===== src/rtl/vga_timing_gen.sv =====
// VGA raster timing generator: advances on the pixel strobe (a clock enable on clk).
// Sync/video/pulse outputs are registered together with the counters and share their edge.
module vga_timing_gen #(
  parameter int unsigned H_ACTIVE = 640,
  parameter int unsigned H_FP     = 16,
  parameter int unsigned H_SYNC   = 96,
  parameter int unsigned H_BP     = 48,
  parameter int unsigned V_ACTIVE = 480,
  parameter int unsigned V_FP     = 10,
  parameter int unsigned V_SYNC   = 2,
  parameter int unsigned V_BP     = 33,
  parameter bit          SYNC_POL = 1'b0
) (
  input  logic       clk,
  input  logic       clr,
  input  logic       pix_en,
  output logic       hsync,
  output logic       vsync,
  output logic       video_on,
  output logic [9:0] hcount,
  output logic [9:0] vcount,
  output logic       line_start,
  output logic       frame_start
);

  localparam int unsigned H_TOTAL = H_ACTIVE + H_FP + H_SYNC + H_BP;
  localparam int unsigned V_TOTAL = V_ACTIVE + V_FP + V_SYNC + V_BP;

  localparam logic [9:0] H_LAST  = 10'(H_TOTAL - 1);
  localparam logic [9:0] V_LAST  = 10'(V_TOTAL - 1);
  localparam logic [9:0] H_ACT   = 10'(H_ACTIVE);
  localparam logic [9:0] V_ACT   = 10'(V_ACTIVE);
  localparam logic [9:0] HS_BEG  = 10'(H_ACTIVE + H_FP);
  localparam logic [9:0] HS_END  = 10'(H_ACTIVE + H_FP + H_SYNC);
  localparam logic [9:0] VS_BEG  = 10'(V_ACTIVE + V_FP);
  localparam logic [9:0] VS_END  = 10'(V_ACTIVE + V_FP + V_SYNC);

  logic [9:0] hcount_q, hcount_d;
  logic [9:0] vcount_q, vcount_d;
  logic       hsync_q, hsync_d;
  logic       vsync_q, vsync_d;
  logic       video_on_q, video_on_d;
  logic       line_start_q, frame_start_q;
  logic       h_wrap, v_wrap;

  // Decode from the next counter values so outputs line up with the counters.
  always_comb begin
    h_wrap     = (hcount_q == H_LAST);
    v_wrap     = (vcount_q == V_LAST);
    hcount_d   = h_wrap ? 10'd0 : hcount_q + 10'd1;
    vcount_d   = vcount_q;
    if (h_wrap) begin
      vcount_d = v_wrap ? 10'd0 : vcount_q + 10'd1;
    end
    hsync_d    = ((hcount_d >= HS_BEG) && (hcount_d < HS_END)) ? SYNC_POL : ~SYNC_POL;
    vsync_d    = ((vcount_d >= VS_BEG) && (vcount_d < VS_END)) ? SYNC_POL : ~SYNC_POL;
    video_on_d = (hcount_d < H_ACT) && (vcount_d < V_ACT);
  end

  // Reset parks on the last pixel so the first strobe lands on (0, 0).
  always_ff @(posedge clk or posedge clr) begin
    if (clr) begin
      hcount_q      <= H_LAST;
      vcount_q      <= V_LAST;
      hsync_q       <= ~SYNC_POL;
      vsync_q       <= ~SYNC_POL;
      video_on_q    <= 1'b0;
      line_start_q  <= 1'b0;
      frame_start_q <= 1'b0;
    end else begin
      line_start_q  <= 1'b0;
      frame_start_q <= 1'b0;
      if (pix_en) begin
        hcount_q      <= hcount_d;
        vcount_q      <= vcount_d;
        hsync_q       <= hsync_d;
        vsync_q       <= vsync_d;
        video_on_q    <= video_on_d;
        line_start_q  <= h_wrap;
        frame_start_q <= h_wrap && v_wrap;
      end
    end
  end

  assign hcount      = hcount_q;
  assign vcount      = vcount_q;
  assign hsync       = hsync_q;
  assign vsync       = vsync_q;
  assign video_on    = video_on_q;
  assign line_start  = line_start_q;
  assign frame_start = frame_start_q;

endmodule


===== config.mk =====
export PLATFORM = sky130hd
export DESIGN_NAME = vga_timing_gen
export DESIGN_NICKNAME = d
export VERILOG_FILES = /design/src/rtl/vga_timing_gen.sv
export SDC_FILE = /design/constraint.sdc
export NUM_CORES = 1
export LEC_CHECK = 0
export ABC_AREA = 1
export CORE_MARGIN = 1.5
export CORE_UTILIZATION = 45
export CTS_CLUSTER_SIZE = 16
export DETAILED_ROUTE_END_ITERATION = 10
export GPL_TIMING_DRIVEN = 0
export MAX_ROUTING_LAYER = met4
export PLACE_DENSITY_LB_ADDON = 0.08
export SYNTH_ARGS = -nofsm -noshare
export SYNTH_HDL_FRONTEND = slang
export SYNTH_SLANG_ARGS = --single-unit

===== constraint.sdc =====
create_clock -name clk -period 2.1 [get_ports clk]
set_input_delay 0.42 -clock clk [delete_from_list [all_inputs] [get_ports clk]]
set_output_delay 0.42 -clock clk [all_outputs]
set_load 0.05 [all_outputs]

==> summary.md, run 1 <==
| Metric | Value |
|---|---|
| Ant diodes | 0 |
| Critical path's slowest cell | clkdlybuf4s50_1 |
| Clock Skew | 0.006140 ns |
| IO Pins | 28 |
| DP Worst Slack | -0.07191 ns |
| Setup tns final | 0 ns |
| Die W | 63.56 um |
| TritonCTS buffer count | 3 |
| Layout cells sized above 1 | 13.03% |
| Hold Path Class | reg2reg |
| PortBufs | 27 |
| Max Cap Viol | 0 |
| CTS tree | built |
| H-tree Lvls | 1 |
| Min Tclk post-route | 2.045 ns |
| Reg clk slew, reported paths | 0.14 ns |
| Synth-to-Final Area Change | 21.30% |
| CP top delay family | buffers and inverters |
| Arr. time, crit path | 1.63 ns |
| Placed insts | 303 |
| GRT overflow | 0 |
| Fin. Hold Viols | 0 |
| Post-route ant nets | 0 |
| Reg2Reg Setup Slack | 0.16 ns |
| Mapped Cells | 230 |
| RSZ-0062 raised after global routing | false |
| Critical Path Source Type | register |
| Most frequent cells in the layout | nand2_1 (64), inv_1 (33), nor2_1 (25) |
| Tot GR Track Use | 19.60% |
| Vias in the first global route | 1347 |
| # clock sinks | 25 |
| Slew Limit Headroom | 38.23% |
| WL/cell | 11.71 um |
| Commonest non-fill, non-tap cell in the layout | nand2_1 |
| CP required | 1.68 ns |
| CP Cell Sequence | clkdlybuf4s50_1 |
| Sequential area share after synthesis | 38.82% |
| Initial antenna violation count | 0 |
| Net count of the mapped netlist | 237 |
| Via count | 1478 |
| R2r worst-path depth | 12 |
| Status | completed |
| Setup ws final | 0.05476 ns |
| Crit-path max cell delay | 0.84 ns |
| Worst-skew pair later-pin latency | 0.31 ns |
| Final setup fails | 0 |
| FMAX | 488.9 MHz |
| Layout net count | 269 |
| Die H | 63.56 um |
| DP Wirelength | 2732 um |
| Worst slew pin tran | 0.9255 ns |
| Fill cell count | 350 |
| Worst vdd ir | 0.0004145 V |
| Critical path capture point type | output port |
| Register bit total from synthesis | 25 |
| Synth area leaders | dfrtp_1 (20%), dfstp_2 (19%), nand2_1 (15%) |
| WHS Path Cells | 2 |
| Critical path origin | hcount[5] |
| Min-delay src | video_on |
| Total die area | 4040 um2 |
| Leading area contributor after synthesis | dfrtp_1 |
| Global-route wire length before repair | 6078 um |
| Reg2reg end | vsync |
| Max FO, Critical Path | 6 |
| Fin util | 58.61% |
| Area of the multi-input gates | 849.6 um2 |
| Finished Layout Cells | 307 |
| Reg2reg start | hcount[0] |
| Cell Area, Synth | 1650 um2 |
| Root Buffer | clkbuf_4 |
| P_leak | 1.032 nW |
| Power Total | 0.001822 W |
| Pin count of the biggest net entering global routing | 26 |
| Power Density | 910.3 nW/um2 |
| Syn avg cell area | 7.175 um2 |
| GPL Wtd Cong | 0.8567 |
| Setup CP Type | reg2out |
| DRC | 0 |
| Hold Buf Count CTS | 0 |
| Pins Over Slew Limit | 0 |
| Routed wire length | 3594 um |
| Sequential cell area | 640.6 um2 |
| Hold endpoint | video_on |
| DRT Pass-1 Iters | 4 |
| Synth cell types | 30 |
| Core Rows | 21 |
| Avg Vias per Cell | 4.814 |
| Part of the cycle the worst path needs | 97.39% |
| Core Box Area | 3416 um2 |
| Clock Tree Buf Depth | 2 |
| Initial Utilization | 48.32% |
| Synth top area share | 19.71% |
| Crit path buffers/inverters | 1 |
| Ys Warns | 0 |
| Detailed Route Iter0 Violations | 94 |
## what timing repair did
action,in CTS,in global routing
endpoints found under the setup margin,12,6
pin swaps,0,1
buffers inserted,0,0
gates resized for setup,12,5
## cells in the mapped netlist
| library cell | instances |
|---|---|
| a21o_2 | 1 |
| a21oi_1 | 2 |
| buf_4 | 1 |
| clkbuf_1 | 2 |
| clkinv_2 | 1 |
| clkinv_4 | 1 |
| dfrtp_1 | 13 |
| dfstp_2 | 12 |
| ha_1 | 4 |
| inv_1 | 33 |
| inv_2 | 2 |
| nand2_1 | 64 |
| nand2_2 | 3 |
| nand2_4 | 1 |
| nand3_1 | 20 |
| nand3_2 | 2 |
| nand3_4 | 1 |
| nand3b_1 | 1 |
| nand4_1 | 6 |
| nor2_1 | 25 |
| nor2_2 | 3 |
| nor2_4 | 2 |
| nor3_1 | 1 |
| nor3_4 | 1 |
| o211ai_1 | 1 |
| o21a_1 | 2 |
| o21ai_0 | 18 |
| o21bai_1 | 2 |
| xnor2_1 | 2 |
| xor2_1 | 3 |
## how the worst max path moves through the flow
| stage | end | slack [ns] | depth (start not counted) |
|---|---|---|---|
| floorplan | video_on | 0.09 | 9 |
| global placement | vsync | -0.08 | 10 |
| detailed placement | vsync | -0.07 | 10 |
| CTS | hsync | 0.002 | 1 |
| global route | video_on | 0.003 | 10 |
| finish | hcount[5] | 0.05 | 1 |
## flip-flops by register name, indices dropped and copies added (netlist names)
register	cells
vsync	1
line_start	1
hcount	10
hsync	1
vcount	10
frame_start	1
video_on	1
## through the flow
stage / instance area, um2 / hold WS, ns
6_report: 2002 / 0.4984
5_1_grt: 2002 / 0.5322
4_1_cts: 1989 / 0.5041
3_5_place_dp: 1978 / 0.4705
3_3_place_gp: 1978 / 0.4719
2_1_floorplan: 1650 / 0.4384
## power by group
| part | internal [W] | total [W] | switching (W) |
|---|---|---|---|
| clock | 0.0000741 | 0.000215 | 0.000141 |
| combinational | 0.000253 | 0.000855 | 0.000602 |
| sequential | 0.000621 | 0.000752 | 0.000131 |
## routing by layer
layer,vias up,track usage [%],wire (um)
met1,669,25.68,1797
met4,0,4.348,14
li1,788,-,-
met3,2,1.607,92
met5,-,-,0
met2,19,33.16,1689
## kinds of logic after synthesis
family          count (synthesis)  synth area share (%)
buf+inv                        40                 9.705
simple gates                  130                 36.92
fa+ha+maj                       4                 3.033
compound gates                 26                 8.870
flops                          25                 38.82
xor+xnor                        5                 2.654
## worst min-delay path, cell delays in order, from the launching register on
cell	delay (ns)
dfrtp_1	0.37
nand2_1	0.05
nand2_1	0.05
## cell type report
class	instances	area share, %
sequential	25	32.00
clock buffer	4	1.313
multi-input combinational	165	42.44
tap	46	2.875
timing repair buffer	27	13.38
buffer	3	0.7500
inverter	37	7.250
Note: power is estimated with default switching activity, not from simulation.
==> run 2: changes to the inputs <==
Settings changed: CELL_PAD_IN_SITES_DETAIL_PLACEMENT set to 1, CELL_PAD_IN_SITES_GLOBAL_PLACEMENT set to 1, CORE_UTILIZATION 45 to 38.
==> summary.md, run 2 (synthesized netlist as in run 1, its figures left out) <==
| Metric | Value |
|---|---|
| Seq pwr share | 37.9% (-3.4 points) |
| CTS tree | built |
| Setup CP Type | reg2out |
| Comb pwr share | 46.6% (-0.3 points) |
| Clock Skew | 0.002778 ns (-0.003361 ns) |
| Finished Layout Cells | 318 (+3.6%) |
| Clk network pwr share | 15.5% (+3.7 points) |
| Min Tclk post-route | 2.045 ns (-0.0003331 ns) |
| Via count | 1581 (+7.0%) |
| Fin. Hold Viols | 0 (unchanged) |
| WHS Path Cells | 2 (unchanged) |
| Tot GR Track Use | 22.38% (+2.8 points) |
| FMAX | 489.0 MHz (about the same) |
| Crit-path max cell delay | 0.80 ns (-0.04 ns) |
| R2r worst-path depth | 11 (-1) |
| Crit path buffers/inverters | 1 (unchanged) |
| Power Total | 0.001981 W (+8.7%) |
| GRT overflow | 0 (unchanged) |
| Arr. time, crit path | 1.62 ns (about the same) |
| Total die area | 4747 um2 (+18%) |
| CP required | 1.68 ns (about the same) |
| Commonest non-fill, non-tap cell in the layout | nand2_1 |
| Slew Limit Headroom | 34.64% (-3.6 points) |
| Worst vdd ir | 0.0007765 V (+87%) |
| Max FO, Critical Path | 3 (-3) |
| Critical Path Source Type | register |
| DRT Pass-1 Iters | 4 (unchanged) |
| Initial antenna violation count | 0 (unchanged) |
| Core Rows | 23 (+9.5%) |
| Reg2Reg Setup Slack | 0.14 ns (-0.02 ns) |
| Critical path capture point type | output port |
| CP top delay family | buffers and inverters |
| Fill cell count | 533 (+52%) |
| Vias in the first global route | 1599 (+19%) |
| Worst slew pin tran | 0.9794 ns (+0.05392 ns) |
| Min-delay src | video_on |
| PortBufs | 27 (unchanged) |
| Most frequent cells in the layout | nand2_1 (62), inv_1 (33), nor2_1 (23) |
| Worst-skew pair later-pin latency | 0.28 ns (-0.03 ns) |
| Synth-to-Final Area Change | 28.05% |
| Layout cells sized above 1 | 17.91% (+4.9 points) |
| Hold endpoint | video_on |
| Layout net count | 276 (+2.6%) |
| Pin count of the biggest net entering global routing | 26 (unchanged) |
| Setup ws final | 0.05509 ns (+0.0003331 ns) |
| Reg2reg end | vsync |
| Die W | 68.90 um (+8.4%) |
| Global-route wire length before repair | 7700 um (+27%) |
| Status | completed |
| DP Worst Slack | -0.1587 ns (-0.08682 ns) |
| CP Cell Sequence | clkdlybuf4s50_1 |
| Hold Path Class | reg2reg |
| Ant diodes | 0 (unchanged) |
| Die H | 68.90 um (+8.4%) |
| Core Box Area | 4086 um2 (+20%) |
| Net Switching | 0.0009343 W (+6.9%) |
| Reg2reg start | hcount[1] |
| Pins Over Slew Limit | 0 (unchanged) |
| Net Sw Frac | 47.16% (-0.81 points) |
| DP Wirelength | 3316 um (+21%) |
| TritonCTS buffer count | 3 (unchanged) |
| Critical path's slowest cell | clkdlybuf4s50_1 |
| DRC | 0 (unchanged) |
| Avg Vias per Cell | 4.972 (+3.3%) |
| Part of the cycle the worst path needs | 97.38% (about the same) |
| Initial Utilization | 40.39% (-7.9 points) |
| Clock Tree Buf Depth | 2 (unchanged) |
| Routed wire length | 4484 um (+25%) |
| IO Pins | 28 (unchanged) |
| Power Density | 937.5 nW/um2 (+3.0%) |
| GPL Wtd Cong | 0.8274 (-3.4%) |
| WL/cell | 14.10 um (+20%) |
| H-tree Lvls | 1 (unchanged) |
| Placed insts | 307 (+1.3%) |
| Max Cap Viol | 0 (unchanged) |
| Detailed Route Iter0 Violations | 78 (-17%) |
| Final setup fails | 0 (unchanged) |
| Internal power | 0.001047 W (+10%) |
| Root Buffer | clkbuf_8 |
| # clock sinks | 25 (unchanged) |
| Hold Buf Count CTS | 0 (unchanged) |
| Post-route ant nets | 0 (unchanged) |
| Reg clk slew, reported paths | 0.09 ns (-0.05 ns) |
| P_leak | 1.077 nW (+4.4%) |
==> run 2: what timing repair did <==
item                                    CTS  global route
endpoints found under the hold margin     0             0
pin swaps                                 0             4
buffers inserted                          0             7
resized for setup                         6            13
endpoints found under the setup margin    6             7
==> run 2: worst max path at each step <==
stage,to,startpoint,cells past startpoint,slack [ns]
2_1_floorplan,video_on,hcount[0],9,0.09
3_3_place_gp,vsync,pix_en,10,-0.11
3_5_place_dp,vsync,pix_en,10,-0.16
4_1_cts,hcount[2],hcount[2],1,0.003
5_1_grt,vsync,hcount[1],11,-0.0009
6_report,hcount[9],hcount[9],1,0.06
==> run 2: cell type report <==
cell class	instances	area, um2	share of cell area, %
tap	50	62.56	2.960
sequential	25	640.6	30.31
inverter	37	145.1	6.868
timing repair buffer	34	330.3	15.63
buffer	3	15.01	0.7105
clock buffer	4	45.04	2.131
multi-input combinational	165	874.6	41.39
==> run 2: routing by layer <==
metal  routed length [um]  share of wire [%]  track usage (%)  vias to the layer above
met5                    0                  0                -                        -
met4                   44               0.98            5.147                        0
met3                  130                2.9            3.247                        5
met2                 2062                 46            35.10                       26
met1                 2246                 50            30.65                      754
li1                     -                  -                -                      796
==> run 2: power by group through the flow <==
| stage | Sequential [W] | Combinational (W) | Clock (W) |
|---|---|---|---|
| after floorplan | 0.00107 | 0.000332 | 0 |
| after global placement | 0.000763 | 0.000909 | 0 |
| after detailed placement | 0.000765 | 0.000927 | 0 |
| after CTS | 0.000755 | 0.000911 | 0.000322 |
| after global routing | 0.000770 | 0.00101 | 0.000333 |
| final | 0.000750 | 0.000924 | 0.000307 |
==> run 2: through the flow <==
step | utilization (%) | hold WS, ns | TNS, ns | cell area (um2)
6_report | 51.71 | 0.4946 | 0 | 2113
3_5_place_dp | 48.53 | 0.4757 | -0.1587 | 1983
4_1_cts | 49.45 | 0.4990 | 0 | 2021
2_1_floorplan | - | 0.4384 | 0 | 1650
3_3_place_gp | 48.53 | 0.4660 | -0.1060 | 1983
5_1_grt | 51.71 | 0.5372 | -0.0009068 | 2113
